===== src/rtl/qspi_resp_pkg.sv =====
`default_nettype none
// +------------------------------------------------------------------------+
// | qspi_resp_pkg: opcodes, FSM encoding and dummy-cycle count for         |
// | qspi_flash_responder.                                                  |
// | Revision: 1.0                                                          |
// +------------------------------------------------------------------------+
package qspi_resp_pkg;

  localparam logic [7:0] OP_READ      = 8'h03;
  localparam logic [7:0] OP_RDID      = 8'h9F;
  localparam logic [7:0] OP_FAST_READ = 8'h0B;

  localparam int DUMMY_CYCLES = 8;

  typedef enum logic [2:0] {
    ST_IDLE   = 3'd0,
    ST_CMD    = 3'd1,
    ST_ADDR   = 3'd2,
    ST_DUMMY  = 3'd3,
    ST_DATA   = 3'd4,
    ST_ID     = 3'd5,
    ST_IGNORE = 3'd6
  } state_t;

endpackage
`default_nettype wire


===== src/rtl/qspi_flash_responder_pin_sync.sv =====
`default_nettype none
// +------------------------------------------------------------------------+
// | spi_pin_sync: SYNC_STAGES-deep synchronizers for sck/cs_n/mosi with    |
// | sck and cs_n edge events taken from the two oldest stages.             |
// | Revision: 1.0                                                          |
// +------------------------------------------------------------------------+
module spi_pin_sync #(
  parameter int SYNC_STAGES = 2
) (
  input  logic clk,
  input  logic reset,
  input  logic sck,
  input  logic cs_n,
  input  logic mosi,
  output logic sck_rise,
  output logic sck_fall,
  output logic cs_fall,
  output logic cs_rise,
  output logic mosi_s
);

  localparam int L = SYNC_STAGES - 1;

  logic [SYNC_STAGES-1:0] sck_q;
  logic [SYNC_STAGES-1:0] cs_q;
  logic [SYNC_STAGES-1:0] mosi_q;

  // cs_n chain resets to the deselected level so reset release is not a falling edge
  always_ff @(posedge clk or posedge reset) begin
    if (reset) begin
      sck_q  <= '0;
      cs_q   <= '1;
      mosi_q <= '0;
    end else begin
      sck_q[0]  <= sck;
      cs_q[0]   <= cs_n;
      mosi_q[0] <= mosi;
      for (int i = L; i > 0; i--) begin
        sck_q[i]  <= sck_q[i-1];
        cs_q[i]   <= cs_q[i-1];
        mosi_q[i] <= mosi_q[i-1];
      end
    end
  end

  assign sck_rise = sck_q[L-1] & ~sck_q[L];
  assign sck_fall = ~sck_q[L-1] & sck_q[L];
  assign cs_fall  = ~cs_q[L-1] & cs_q[L];
  assign cs_rise  = cs_q[L-1] & ~cs_q[L];
  assign mosi_s   = mosi_q[L];

endmodule
`default_nettype wire


===== src/rtl/qspi_flash_responder.sv =====
`default_nettype none
// +------------------------------------------------------------------------+
// | qspi_flash_responder: SPI mode-0 flash responder (READ 0x03, RDID 0x9F)|
// | serving bytes from a synchronous ROM port. Define                      |
// | QSPI_RESP_FAST_READ_EN to also accept FAST READ 0x0B.                   |
// | Revision: 1.0                                                          |
// +------------------------------------------------------------------------+
module qspi_flash_responder
  import qspi_resp_pkg::*;
#(
  parameter int          ADDR_W      = 24,
  parameter int          SYNC_STAGES = 2,
  parameter logic [23:0] JEDEC_ID    = 24'hEF4018
) (
  input  logic              clk,
  input  logic              reset,
  input  logic              spi_sck,
  input  logic              spi_cs_n,
  input  logic              spi_mosi,
  output logic              spi_miso,
  output logic              spi_miso_oe,
  output logic              mem_rd,
  output logic [ADDR_W-1:0] mem_addr,
  input  logic [7:0]        mem_rdata,
  output logic              busy,
  output logic              cmd_err
);

  state_t      state, state_nx;
  logic        sck_rise, sck_fall, cs_fall, cs_rise, mosi_s;
  logic [4:0]  bit_cnt;
  logic [22:0] rx_sr;
  logic [23:0] rx_word;
  logic [23:0] tx_sr;
  logic        rd_pend;
  logic        fast;
  logic        op_err;
  logic        rd_launch;

  spi_pin_sync #(.SYNC_STAGES(SYNC_STAGES)) u_sync (
    .clk      (clk),
    .reset    (reset),
    .sck      (spi_sck),
    .cs_n     (spi_cs_n),
    .mosi     (spi_mosi),
    .sck_rise (sck_rise),
    .sck_fall (sck_fall),
    .cs_fall  (cs_fall),
    .cs_rise  (cs_rise),
    .mosi_s   (mosi_s)
  );

  assign rx_word = {rx_sr, mosi_s};

`ifdef QSPI_RESP_FAST_READ_EN
  always_ff @(posedge clk or posedge reset) begin
    if (reset)                            fast <= 1'b0;
    else if (state == ST_CMD && sck_rise) fast <= (rx_word[7:0] == OP_FAST_READ);
  end
`else
  assign fast = 1'b0;
`endif

  always_ff @(posedge clk or posedge reset) begin
    if (reset) state <= ST_IDLE;
    else       state <= state_nx;
  end

  // cs_n deassertion overrides any sck event seen in the same cycle
  always_comb begin
    state_nx  = state;
    op_err    = 1'b0;
    rd_launch = 1'b0;
    if (cs_rise) begin
      state_nx = ST_IDLE;
    end else begin
      case (state)
        ST_IDLE: if (cs_fall) state_nx = ST_CMD;
        ST_CMD: if (sck_rise && bit_cnt == 5'd7) begin
          case (rx_word[7:0])
            OP_READ:      state_nx = ST_ADDR;
            OP_RDID:      state_nx = ST_ID;
`ifdef QSPI_RESP_FAST_READ_EN
            OP_FAST_READ: state_nx = ST_ADDR;
`endif
            default: begin
              state_nx = ST_IGNORE;
              op_err   = 1'b1;
            end
          endcase
        end
        ST_ADDR: if (sck_rise && bit_cnt == 5'd23) begin
          state_nx  = fast ? ST_DUMMY : ST_DATA;
          rd_launch = ~fast;
        end
        ST_DUMMY: if (sck_rise && bit_cnt == 5'(DUMMY_CYCLES - 1)) begin
          state_nx  = ST_DATA;
          rd_launch = 1'b1;
        end
        default: ;
      endcase
    end
  end

  always_ff @(posedge clk or posedge reset) begin
    if (reset) begin
      spi_miso    <= 1'b0;
      spi_miso_oe <= 1'b0;
      mem_rd      <= 1'b0;
      mem_addr    <= '0;
      busy        <= 1'b0;
      cmd_err     <= 1'b0;
      bit_cnt     <= '0;
      rx_sr       <= '0;
      tx_sr       <= '0;
      rd_pend     <= 1'b0;
    end else begin
      mem_rd  <= rd_launch;
      cmd_err <= op_err;
      rd_pend <= mem_rd;
      if (cs_rise) begin
        busy        <= 1'b0;
        spi_miso_oe <= 1'b0;
        spi_miso    <= 1'b0;
      end else begin
        case (state)
          ST_IDLE: if (cs_fall) begin
            busy    <= 1'b1;
            bit_cnt <= '0;
            rx_sr   <= '0;
          end
          ST_CMD: if (sck_rise) begin
            rx_sr   <= rx_word[22:0];
            bit_cnt <= (state_nx != state) ? 5'd0 : bit_cnt + 5'd1;
            if (state_nx == ST_ID) tx_sr <= JEDEC_ID;
          end
          ST_ADDR: if (sck_rise) begin
            rx_sr   <= rx_word[22:0];
            bit_cnt <= (state_nx != state) ? 5'd0 : bit_cnt + 5'd1;
            if (state_nx != state) mem_addr <= rx_word[ADDR_W-1:0];
          end
          ST_DUMMY: if (sck_rise) begin
            bit_cnt <= (state_nx != state) ? 5'd0 : bit_cnt + 5'd1;
          end
          ST_DATA: begin
            // a fetched byte lands in the top of the shifter well before the next fall
            if (rd_pend) begin
              tx_sr[23:16] <= mem_rdata;
            end else if (sck_fall) begin
              spi_miso    <= tx_sr[23];
              tx_sr       <= {tx_sr[22:0], 1'b0};
              spi_miso_oe <= 1'b1;
            end
            if (sck_rise) begin
              bit_cnt <= {2'b00, bit_cnt[2:0] + 3'd1};
              if (bit_cnt[2:0] == 3'd7) begin
                mem_addr <= mem_addr + 1'b1;
                mem_rd   <= 1'b1;
              end
            end
          end
          ST_ID: if (sck_fall) begin
            spi_miso    <= tx_sr[23];
            tx_sr       <= {tx_sr[22:0], 1'b0};
            spi_miso_oe <= 1'b1;
          end
          default: ;
        endcase
      end
    end
  end

endmodule
`default_nettype wire


===== config.mk =====
export PLATFORM = sky130hd
export DESIGN_NAME = qspi_flash_responder
export DESIGN_NICKNAME = d
export VERILOG_FILES = /design/src/rtl/qspi_resp_pkg.sv /design/src/rtl/qspi_flash_responder_pin_sync.sv /design/src/rtl/qspi_flash_responder.sv
export SDC_FILE = /design/constraint.sdc
export NUM_CORES = 1
export LEC_CHECK = 0
export BUFFER_PORTS_ARGS = -buffer_cell sky130_fd_sc_hd__buf_2
export CELL_PAD_IN_SITES_DETAIL_PLACEMENT = 1
export CELL_PAD_IN_SITES_GLOBAL_PLACEMENT = 1
export CORE_MARGIN = 5
export CORE_UTILIZATION = 50
export CTS_CLUSTER_DIAMETER = 80
export CTS_CLUSTER_SIZE = 20
export DETAILED_ROUTE_END_ITERATION = 7
export GPL_ROUTABILITY_DRIVEN = 0
export PLACE_DENSITY_LB_ADDON = 0.1
export SYNTH_ARGS = -nofsm -noshare
export SYNTH_HDL_FRONTEND = slang
export SYNTH_HIERARCHICAL = 1
export SYNTH_SLANG_ARGS = --single-unit

===== constraint.sdc =====
create_clock -name clk -period 8.2 [get_ports clk]
set_clock_uncertainty 0.15 [all_clocks]
set_input_delay 1.23 -clock clk [delete_from_list [all_inputs] [get_ports clk]]
set_output_delay 1.23 -clock clk [all_outputs]
set_load 0.05 [all_outputs]

## Yosys cells after proc, flatten, opt, wreduce, memory -nomap -nowiden

Cells that the tools add are included.

| cells by class | value |
|---|---|
| add/subtract/negate cells | 3 |
| equal/unequal tests | 23 |
| muxes and demuxes | 49 |
| bitwise operators | 9 |
| reductions and logical operators | 20 |

Operators by type and width:

| operator | number |
|---|---|
| $mux W24 | 7 |
| $pmux W24 S3 | 1 |
| $pmux W24 S2 | 1 |
| $mux W23 | 2 |
| $pmux W23 S2 | 1 |
| $add A24 B1 Y24 const B | 1 |
| $mux W1 | 20 |
| $mux W5 | 4 |
| $mux W16 | 1 |
| $ne A2 B2 Y1 const B | 8 |
| $mux W3 | 5 |
| $pmux W5 S3 | 1 |
| $eq A3 B3 Y1 const B | 4 |
| $pmux W3 S4 | 1 |
| $reduce_and A5 Y1 | 2 |
| $reduce_bool A3 Y1 | 3 |
| $eq A8 B2 Y1 const B | 1 |
| $eq A8 B8 Y1 const B | 1 |
| $mux W8 | 1 |
| $reduce_and A4 Y1 | 2 |
| $reduce_bool A2 Y1 | 4 |
| $eq A3 B2 Y1 const B | 2 |
| $pmux W1 S2 | 3 |
| $pmux W3 S2 | 1 |
| 16 further kinds | 27 |

| word-level totals | value |
|---|---|
| bits in registers | 91 |
| input bits | 13 |

## Longest topological paths before layout

Gate-level depths: netlist of run 1.

| depth | value |
|---|---|
| depth after elaboration | 10 |
| mapped depth | 8 |

## Cells and area by module

Netlist of run 1, hierarchy kept.

By module, submodules not included:

| module | instances | cells an instance | area an instance (µm²) | sequential area each (µm²) |
|---|---|---|---|---|
| qspi_flash_responder | 1 | 495 | 4566.9 | 2127.0 |
| spi_pin_sync | 1 | 11 | 191.4 | 152.6 |

## Least setup slack after synthesis of run 1

No wires, ideal clock.

| path | value |
|---|---|
| kind | flip-flop to flip-flop |
| start | register mem_addr[5] |
| end | register mem_addr[21] |
| data arrival time | 2190 ps |
| data required time | 7911 ps |
| path slack | 5721 ps |
| cell stages (with the launch flop) | 7 |
| path buffers | 1 |
| clock period less this slack | 2479 ps |
| path through | dfrtp_1 > buf_2 > nand4_1 > or4_1 > or4_1 > o21ai_0 > a2bb2oi_2 |

| on the way | value |
|---|---|
| cells in the longest elaborated chain, start to end | 4 |

Ends and longest elaborated chain:

| item | RTL line | text |
|---|---|---|
| from (decl) | qspi_flash_responder.sv:23 | `output logic [ADDR_W-1:0] mem_addr,` |
| from (signal assigned) | qspi_flash_responder.sv:140 | `if (state_nx != state) mem_addr <= rx_word[ADDR_W-1:0];` |
| from (signal assigned) | qspi_flash_responder.sv:157 | `mem_addr <= mem_addr + 1'b1;` |
| $add A24 B1 Y24 | qspi_flash_responder.sv:157 |  |
| $mux W24 | qspi_flash_responder.sv:156 | `if (bit_cnt[2:0] == 3'd7) begin` |
| $mux W24 | qspi_flash_responder.sv:154 | `if (sck_rise) begin` |
| $pmux W24 S2 | qspi_flash_responder.sv:126 | `case (state)` |

Every way passes these cells. The select of a mux whose other input is x is not followed.
A chain may end at the register's enable or synchronous reset.

## Final worst setup path of run 1

| path | value |
|---|---|
| start | register state[2] |
| end | register mem_addr[0] |

| on the way | value |
|---|---|
| cells in the longest elaborated chain, start to end | 6 |
| elaborated cells on any way between the ends | 19 |
| classes of those cells | eq/ne (9); mux (7); reduce/logical (3) |

Ends and longest elaborated chain:

| item | RTL line | text |
|---|---|---|
| from (decl) | qspi_flash_responder.sv:29 | `state_t state, state_nx;` |
| from (signal assigned) | qspi_flash_responder.sv:66 | `else state <= state_nx;` |
| $eq A3 B2 Y1 (tied with other cells) | qspi_flash_responder.sv:77 | `case (state)` |
| $pmux W3 S4 | qspi_flash_responder.sv:77 |  |
| $mux W3 | qspi_flash_responder.sv:74 | `if (cs_rise) begin` |
| $ne A3 B3 Y1 | qspi_flash_responder.sv:140 |  |
| $ne A2 B2 Y1 (no line) | - |  |
| $reduce_and A6 Y1 (no line) | - |  |

Parallel ways exist; a longest one is shown, timed or not.

==> qor.csv, run 1 <==
metric,value,unit
Hold Buf Count CTS,0,
Pwr Density,162,mW/mm^2
fraction of layout cells with a size suffix above 1,18.9,%
status,"complete, no violations",
area grow syn2layout,9.76,%
Worst EP required,8.33,ns
n_diodes,0,
Pleak,2.23,nW
"CTS clk-pin slew, worst paths",0.09,ns
CTS tree,built,
critical path's slowest cell,or4_1,
Least-Margin Pin Slew,1.26,ns
fin util,56.5,%
Die Ht,108,um
Hold Path End,u_sync/mosi_q[1]$_DFF_PP0_,
max_cap viols,0,
Multi-input gate area,0.00227,sq mm
Post-Syn Instances,506,
Top delay family on crit path,simple AND/OR/NAND/NOR gates,
die area,0.0116,sq mm
post-synthesis net count,522,
initial antenna violation count,0,
via/cell ratio,6.08,
CP max stage delay,1.02,ns
register area share after synthesis,47.9,%
Resized cells post-CTS,0,
critical path cell sequence,"nor2b_1, a21oi_2, or4_1, or3_1, o211ai_2",
Post-Synthesis Cell Area,0.00476,sq mm
Hold Crit Start,u_sync/mosi_q[0]$_DFF_PP0_,
Max Root-Sink Buffers,2,
Fillers,1068,
Core Area,0.00924,sq mm
CP startpoint kind,register,
r2r setup slk,4.81,ns
post-synth top area share,46.8,%
total grt overflow,0,
Reg-to-Reg Start,state[2]$_DFF_PP0_,
RSZ-0062 raised after global routing,false,
Rel. slew slack,15.2,%
cell taking the most area after synthesis,dfrtp_1,
Post-synth EDFFs,0,
"FFs w/ async S/R, synth",100,%
post-route cell area,0.00522,sq mm
postcts setup bufs,0,
starting DRC count in detailed routing,246,
DP Area,0.00502,sq mm
leading post-synthesis cells by cell area,"dfrtp_1 (47%), nand2_1 (5.5%), o21ai_0 (4.1%)",
CP arrival,3.52,ns
clk_lat worst skew,0.37,ns
Max Clk Rate,0.295,GHz
Post-synth top cells,"dfrtp_1 (89), nand2_1 (70), o21ai_0 (39)",
total CTS buffers,9,
Hold WC Path Type,register to register,
IO Count,42,
final setup fails,0,
FF-to-FF End,mem_addr[0]$_DFFE_PP0P_,
DR WL/cell,19.2,um
first-pass GRT wire length,21200,um
I/O Buffers,41,
detailed placement HPWL,8910,um
CTS Sinks,91,
Detailed Routing Iterations Pass 1,4,
crit end category,register,
hold_ws,0.203,ns
post-route DRC violation count,0,
final period utilization,41.4,%
setup TNS,0,ns
nets,546,
vias in the first global route,4074,
final slew viol count,0,
Setup CP Type,register to register,
Starting Density,51.5,%
Worst Path Buf+Inv,0,
pin count of the biggest net entering global routing,86,
# rows,35,
die width,108,um
routed vias,4037,
clk root buf,clkbuf_8,
FF+latch area,0.00228,sq mm
peak supply drop,0.0994,mV
Synth cell types,65,
H-tree level count,3,
Post-Route WL,12800,um
GRT Overall Usage,22.9,%
WHS Path Cells,0,
worst r2r path cells,5,
"antenna viol nets, final",0,
final number of hold-violating endpoints,0,
Seq cells post-synth,91,
Final min period,3.39,ns
synth warn,6,
Worst Path Max Fanout,28,
most common cell in the netlist,dfrtp_1,
Post-Syn Area per Cell,9.40,sq um
top_reg_cell synth,dfrtp_1,
==> layout make-up <==
class / count / area share (%)
Inverter: 20 / 1.46
Clock inverter: 5 / 1.17
Multi-Input combinational cell: 363 / 43.4
Timing Repair Buffer: 45 / 4.50
Tap cell: 129 / 3.09
Clock buffer: 11 / 2.71
Sequential cell: 91 / 43.7
==> metrics by stage <==
step / power [W] / std cells / worst slack, ns
detailed placement: 0.000541 / 648 / 4.85
floorplan: 0.000521 / 506 / 4.63
global placement: 0.000537 / 648 / 5.03
global route: 0.000889 / 664 / 4.66
finish: 0.000847 / 664 / 4.81
CTS: 0.000859 / 664 / 4.83
==> routing by layer <==
metal | up-vias | GRT usage (%) | wire (um)
met1 | 2050 | 34.2 | 6250
met3 | 14 | 3.84 | 583
li1 | 1879 | - | -
met5 | - | 0 | 0
met4 | 0 | 6.58 | 174
met2 | 94 | 34.1 | 5770
==> report_power, final <==
group | total (W) | switching [W] | internal, W
clock | 0.000315 | 0.000165 | 0.000151
sequential | 0.000467 | 0.0000106 | 0.000456
combinational | 0.0000654 | 0.0000456 | 0.0000198
total | 0.000847 | 0.000221 | 0.000626
==> registers in the layout, indices dropped and copies added, names as in the netlist <==
register,cells
state,3
busy,1
u_sync/cs_q,2
cmd_err,1
rd_pend,1
bit_cnt,5
rx_sr,23
u_sync/mosi_q,2
mem_addr,24
spi_miso,1
mem_rd,1
tx_sr,24
u_sync/sck_q,2
spi_miso_oe,1
==> worst max path at each step <==
stage / start / end / cells past startpoint
3_3_place_gp: state[2]$_DFF_PP0_ / mem_addr[0]$_DFFE_PP0P_ / 5
4_1_cts: state[2]$_DFF_PP0_ / mem_addr[0]$_DFFE_PP0P_ / 5
6_report: state[2]$_DFF_PP0_ / mem_addr[0]$_DFFE_PP0P_ / 5
5_1_grt: state[2]$_DFF_PP0_ / mem_addr[0]$_DFFE_PP0P_ / 5
2_1_floorplan: reset / bit_cnt[0]$_DFFE_PP0P_ / 1
3_5_place_dp: state[2]$_DFF_PP0_ / mem_addr[0]$_DFFE_PP0P_ / 5
==> placed cells by master, fill, tap and decap left out, types with 7 or more instances in the layout <==
cell	instances
a211oi_1	7
a21oi_1	30
a21oi_2	7
a22o_1	14
a2bb2oi_2	7
buf_2	41
clkbuf_8	10
dfrtp_1	89
inv_1	19
nand2_1	70
nand3_1	22
nand4_1	11
nor2_1	36
nor2b_1	9
o21ai_0	39
o22ai_1	7
==> cells by family (layout without fill, tap and decap cells) <==
| family | after synthesis | count (layout) | share of synthesized area [%] |
|---|---|---|---|
| and+or+nand+nor | 195 | 195 | 20.7 |
| AOI/OAI and AO/OA | 154 | 154 | 23.5 |
| DFF | 91 | 91 | 47.9 |
| buffers and inverters | 52 | 81 | 4.68 |
| muxes | 11 | 11 | 2.47 |
| adders and majority gates | 3 | 3 | 0.789 |
==> worst reg2reg max path, stage by stage (launching register included) <==
cell      delay (ns)
dfrtp_1         0.70
nor2b_1         0.65
a21oi_2         0.18
or4_1           1.02
or3_1           0.53
o211ai_2        0.08
Note: power is estimated with default switching activity, not from simulation.
==> inputs of run 2 (changes only) <==
Settings changed: CORE_UTILIZATION 50 to 46.
Clock period 8.2 ns to 3.4 ns, I/O delays scaled along.
==> run 2 against run 1 <==
Net effect:
- via count shrank 1.3%
- global-route usage shrank 1.8 points
- wire length shrank 0.87%
- first-iteration DRC count shrank 2.8%
- power grew 130%
- critical path type unchanged
- largest cell class unchanged
==> qor.csv, run 2 (synthesis results as in run 1) <==
metric,value,unit,change
CP arrival,2.80,ns,-0.72 ns
Sequential Power Share,56.8,%,+1.7 points
Pint,0.00142,W,+130%
final setup fails,0,,unchanged
post-route DRC violation count,0,,unchanged
largest registers,"mem_addr: 24 flops, tx_sr: 24 flops, rx_sr: 23 flops",,
die width,112,um,+3.9%
Pleak,2.28,nW,+2.2%
first-pass GRT wire length,21700,um,+2.3%
H-tree level count,3,,unchanged
Worst EP required,3.50,ns,-4.83 ns
Detailed Routing Iterations Pass 1,4,,unchanged
Resized cells post-CTS,0,,unchanged
net load switching power,0.000542,W,+150%
total grt overflow,0,,unchanged
Sw Share,27.6,%,+1.5 points
fin util,52.1,%,-4.4 points
Pwr Density,370,mW/mm^2,+130%
routed vias,3983,,-1.3%
Worst path depth,6,,+1
CP startpoint kind,register,,
detailed placement HPWL,8860,um,-0.60%
CP max stage delay,0.72,ns,-0.30 ns
"antenna viol nets, final",0,,unchanged
Final min period,2.70,ns,-0.690 ns
starting DRC count in detailed routing,239,,-2.8%
final period utilization,79.4,%,+38 points
Max Clk Rate,0.370,GHz,+26%
I/O Buffers,41,,unchanged
Hold WC Path Type,input port to register,,
Starting Density,46.7,%,-4.8 points
area grow syn2layout,11.6,%,
initial antenna violation count,0,,unchanged
crit end category,register,,
die area,0.0125,sq mm,+7.9%
setup TNS,0,ns,unchanged
Worst Path Max Fanout,17,,-39%
IO Count,42,,unchanged
DR WL/cell,18.5,um,-3.6%
CTS Sinks,91,,unchanged
Die Ht,112,um,+3.9%
final slew viol count,0,,unchanged
Core Area,0.0102,sq mm,+10%
most frequent cells in the layout,"dfrtp_1 (89), nand2_1 (70), buf_2 (41)",,
max_cap viols,0,,unchanged
Setup CP Type,register to register,,
"CTS clk-pin slew, worst paths",0.10,ns,about the same
Fillers,1189,,+11%
Post-Route WL,12700,um,-0.87%
Worst Path Buf+Inv,1,,+1
"commonest non-fill, non-tap cell in the layout",dfrtp_1,,
clk root buf,clkbuf_8,,
pin count of the biggest net entering global routing,49,,-43%
Max Root-Sink Buffers,2,,unchanged
RSZ-0062 raised after global routing,false,,
clk_lat worst skew,0.37,ns,about the same
r2r setup slk,0.70,ns,-4.11 ns
n_diodes,0,,unchanged
power share of the combinational group,8.8,%,+1.1 points
Least-Margin Pin Slew,0.836,ns,-0.424 ns
Clk network pwr share,34.4,%,-2.8 points
# rows,37,,+5.7%
worst r2r path cells,6,,+1
Top delay family on crit path,simple AND/OR/NAND/NOR gates,,
status,"complete, no violations",,
GRT Overall Usage,21.1,%,-1.8 points
critical path cell sequence,"nor2b_1, a21oi_2, or4_1, buf_4, a21o_1, a22o_1",,
nets,558,,+2.2%
via/cell ratio,5.83,,-4.1%
hold_ws,0.0926,ns,-0.111 ns
Rel. slew slack,43.8,%,+29 points
total CTS buffers,9,,unchanged
final number of hold-violating endpoints,0,,unchanged
vias in the first global route,4189,,+2.8%
WHS Path Cells,1,,+1
peak supply drop,0.218,mV,+120%
CTS tree,built,,
fraction of layout cells with a size suffix above 1,20.7,%,+1.8 points
critical path's slowest cell,or4_1,,
## run 2: power by group through the flow
| stage | logic, W | clock network, W | registers [W] |
|---|---|---|---|
| after global placement | 0.000169 | 0 | 0.00114 |
| after global routing | 0.000197 | 0.000756 | 0.00112 |
| after detailed placement | 0.000176 | 0 | 0.00114 |
| after floorplan | 0.000115 | 0 | 0.00114 |
| after CTS | 0.000177 | 0.000705 | 0.00112 |
| final | 0.000174 | 0.000675 | 0.00112 |
## run 2: final cells by class
cell class	count	area (sq um)	area share, %
multi-input combinational	363	2270	42.7
clock inverter	7	52.6	0.990
inverter	20	76.3	1.44
sequential	91	2280	42.9
tap	136	170	3.20
clock buffer	9	124	2.33
timing repair buffer	57	340	6.41
## run 2: timing repair
item,CTS,global route
hold buffers,1,0
endpoints found under the hold margin,4,0
setup buffers,0,0
## run 2: worst paths after layout
check	start	endpoint
max in group asynchronous	reset	mem_addr[4]$_DFFE_PP0P_
max	state[1]$_DFF_PP0_	mem_addr[11]$_DFFE_PP0P_
min reg2reg	u_sync/mosi_q[0]$_DFF_PP0_	u_sync/mosi_q[1]$_DFF_PP0_
min	spi_cs_n	u_sync/cs_q[0]$_DFF_PP1_
min in group asynchronous	reset	u_sync/mosi_q[0]$_DFF_PP0_
max reg2reg	state[1]$_DFF_PP0_	mem_addr[11]$_DFFE_PP0P_
## run 2: routing by layer
layer / vias to the layer above / part of all wire (%) / GRT usage [%]
li1: 1903 / - / -
met1: 1999 / 49 / 30.3
met2: 65 / 46 / 32.8
met3: 16 / 3.4 / 3.10
met4: 0 / 1.4 / 6.97
met5: - / 0 / 0
## run 2: through the flow
step	power (W)	setup WS (ns)	cells	instance area (sq um)
2_1_floorplan	0.00126	0.547	506	4760
3_3_place_gp	0.00130	0.787	666	5120
3_5_place_dp	0.00131	0.724	666	5120
4_1_cts	0.00200	0.691	683	5310
5_1_grt	0.00207	0.543	683	5310
6_report	0.00196	0.699	683	5310
## run 2: worst reg2reg max path: stages, from the launching register on
cell	delay, ns
dfrtp_1	0.68
nor2b_1	0.31
a21oi_2	0.08
or4_1	0.72
buf_4	0.27
a21o_1	0.16
a22o_1	0.22
==> inputs of run 3 (changes only) <==
Settings changed: ABC_AREA from default to 1, CORE_UTILIZATION 46 to 40.
Clock period 3.4 ns to 2.4 ns, I/O delays scaled along.
==> run 3 against run 2 <==
Net effect:
- worst setup slack lost 0.55 ns
- via count grew 21%
- register-to-register slack lost 0.55 ns
- non-clock buffer count grew 21
- fmax grew 20%
- critical path depth grew 8
- cell count grew 36%
- sequential power grew 42%
- combinational power grew 76%
==> qor.csv, run 3 <==
metric,value,unit,change
status,"complete, no violations",,
GRT Overall Usage,19.4,%,-1.7 points
DR WL/cell,16.5,um,-11%
area grow syn2layout,19.0,%,
Multi-input gate area,0.00252,sq mm,+11%
crit end category,register,,
CTS tree,built,,
IO Count,42,,unchanged
total CTS buffers,9,,unchanged
Reg-to-Reg Start,bit_cnt[0]$_DFFE_PP0P_,,
post-route cell area,0.00628,sq mm,+18%
first-pass GRT wire length,25100,um,+16%
CP startpoint kind,register,,
cell taking the most area after synthesis,dfrtp_1,,
Post-Route WL,15300,um,+21%
most common cell in the netlist,nand2_1,,
CP arrival,2.34,ns,-0.46 ns
synth warn,6,,unchanged
Post-Syn Area per Cell,7.67,sq um,-18%
r2r setup slk,0.15,ns,-0.55 ns
clk root buf,clkbuf_16,,
Setup CP Type,register to register,,
most frequent cells in the layout,"nand2_1 (165), dfrtp_1 (89), inv_1 (79)",,
"CTS clk-pin slew, worst paths",0.07,ns,-0.03 ns
Starting Density,40.3,%,-6.4 points
register area share after synthesis,43.2,%,-4.7 points
via/cell ratio,5.19,,-11%
"commonest non-fill, non-tap cell in the layout",nand2_1,,
Post-synth top cells,"nand2_1 (166), dfrtp_1 (89), inv_1 (80)",,
Fillers,1644,,+38%
pin count of the biggest net entering global routing,86,,+76%
leading post-synthesis cells by cell area,"dfrtp_1 (42%), nand2_1 (12%), o21ai_0 (6.8%)",,
Die Ht,125,um,+12%
CTS Sinks,91,,unchanged
clk_lat worst skew,0.35,ns,-0.02 ns
Detailed Routing Iterations Pass 1,4,,unchanged
Synth cell types,42,,-35%
final slew viol count,0,,unchanged
routed vias,4817,,+21%
most used cell along the critical path,nand2_2,,
Least-Margin Pin Slew,0.653,ns,-0.182 ns
starting DRC count in detailed routing,283,,+18%
post-route DRC violation count,0,,unchanged
Hold Path End,u_sync/mosi_q[1]$_DFF_PP0_,,
hold_ws,0.205,ns,+0.112 ns
Final min period,2.25,ns,-0.453 ns
H-tree level count,3,,unchanged
final number of hold-violating endpoints,0,,unchanged
Hold WC Path Type,register to register,,
post-synthesis net count,704,,+35%
post-synth top area share,42.2,%,-4.6 points
Worst EP required,2.49,ns,-1.01 ns
initial antenna violation count,0,,unchanged
"antenna viol nets, final",0,,unchanged
Seq cells post-synth,91,,unchanged
peak supply drop,0.307,mV,+41%
largest registers,"mem_addr: 24 flops, tx_sr: 24 flops, rx_sr: 23 flops",,
DP Area,0.00574,sq mm,+12%
Max Clk Rate,0.445,GHz,+20%
I/O Buffers,41,,unchanged
FF-to-FF End,mem_addr[9]$_DFFE_PP0P_,,
fraction of layout cells with a size suffix above 1,20.7,%,+0.059 points
WHS Path Cells,0,,-1
worst r2r path cells,14,,+8
top_reg_cell synth,dfrtp_1,,
FF+latch area,0.00228,sq mm,unchanged
setup TNS,0,ns,unchanged
# rows,42,,+14%
Post-Syn Instances,688,,+36%
Post-synth EDFFs,0,,unchanged
final setup fails,0,,unchanged
nets,764,,+37%
max_cap viols,0,,unchanged
Worst Path Max Fanout,6,,-11
Pwr Density,544,mW/mm^2,+47%
overall power,0.00342,W,+74%
"FFs w/ async S/R, synth",100,%,unchanged
PnR worst setup slack,0.152,ns,-0.547 ns
die area,0.0156,sq mm,+25%
Pleak,2.91,nW,+28%
critical path cell sequence,"ha_2, nand2_1, nor2_2, nand2_2, a21oi_1, nand3_2, nand2_2, nand2_4, nand2_2, nand4_4, buf_12, clkbuf_16, nand3_1, nand2_1",,
critical path's slowest cell,dfrtp_1,,
n_diodes,0,,unchanged
total grt overflow,0,,unchanged
Core Area,0.0131,sq mm,+28%
die width,125,um,+12%
Max Root-Sink Buffers,2,,unchanged
vias in the first global route,4974,,+19%
final period utilization,93.7,%,+14 points
Hold Crit Start,u_sync/mosi_q[0]$_DFF_PP0_,,
detailed placement HPWL,10200,um,+15%
"worst slack, placed",0.0954,ns,-0.629 ns
Post-Synthesis Cell Area,0.00528,sq mm,+11%
Rel. slew slack,56.4,%,+13 points
CP max stage delay,0.37,ns,-0.35 ns
-- run 3: through the flow --
step | std cells | utilization, %
after floorplan | 688 | -
after global placement | 898 | 43.8
after detailed placement | 898 | 43.8
after CTS | 918 | 46.5
after global routing | 929 | 48.0
final | 929 | 48.0
-- run 3: timing repair --
| item | in CTS | in global routing |
|---|---|---|
| gates resized for setup | 0 | 8 |
| setup endpoints to repair | 0 | 43 |
| hold endpoints to repair | 7 | 0 |
| buffers inserted | 0 | 5 |
| hold buffers | 4 | 0 |
-- run 3: metal layers --
metal	GRT usage, %	share of wire, %
met1	27.8	49
met2	30.8	46
met3	2.79	3.4
met4	5.36	1.6
met5	0	0
-- run 3: cell families after synthesis --
family,synth area share (%)
AO/OA/AOI/OAI,15.4
XOR/XNOR,2.82
adder cells (fa/ha/maj),0.711
buffers and inverters,9.51
flip-flops,43.2
AND/OR/NAND/NOR,28.3
-- run 3: cell type report --
type	count	area share (%)
multi-input combinational	483	40.2
clock inverter	4	0.757
clock buffer	12	4.24
sequential	91	36.3
tap	176	3.51
timing repair buffer	78	9.86
inverter	85	5.18
-- run 3: where the power goes --
group / leakage, nW / internal, W / switching, W / total, W
Clock: 0.155 / 0.000890 / 0.000633 / 0.00152
Combinational: 1.55 / 0.0000903 / 0.000216 / 0.000307
Sequential: 1.21 / 0.00156 / 0.0000245 / 0.00159
Total: 2.91 / 0.00254 / 0.000874 / 0.00342
-- run 3: worst max path at each step --
stage / cells past startpoint / end / slack, ns / start
floorplan: 11 / mem_addr[14]$_DFFE_PP0P_ / 0.1 / mem_addr[0]$_DFFE_PP0P_
global placement: 11 / tx_sr[0]$_DFFE_PP0P_ / 0.18 / u_sync/sck_q[0]$_DFF_PP0_
detailed placement: 12 / tx_sr[0]$_DFFE_PP0P_ / 0.1 / u_sync/sck_q[0]$_DFF_PP0_
CTS: 15 / mem_addr[0]$_DFFE_PP0P_ / 0.07 / u_sync/sck_q[0]$_DFF_PP0_
global route: 17 / mem_addr[18]$_DFFE_PP0P_ / -0.006 / u_sync/sck_q[0]$_DFF_PP0_
finish: 14 / mem_addr[9]$_DFFE_PP0P_ / 0.15 / bit_cnt[0]$_DFFE_PP0P_
-- run 3: critical path, delay by kind of cell (launching register included) --
family / cells / cell delay (ns)
fa+ha+maj: 1 / 0.20
buf+inv: 2 / 0.33
compound gates: 1 / 0.19
simple gates: 10 / 0.92
flops: 1 / 0.37
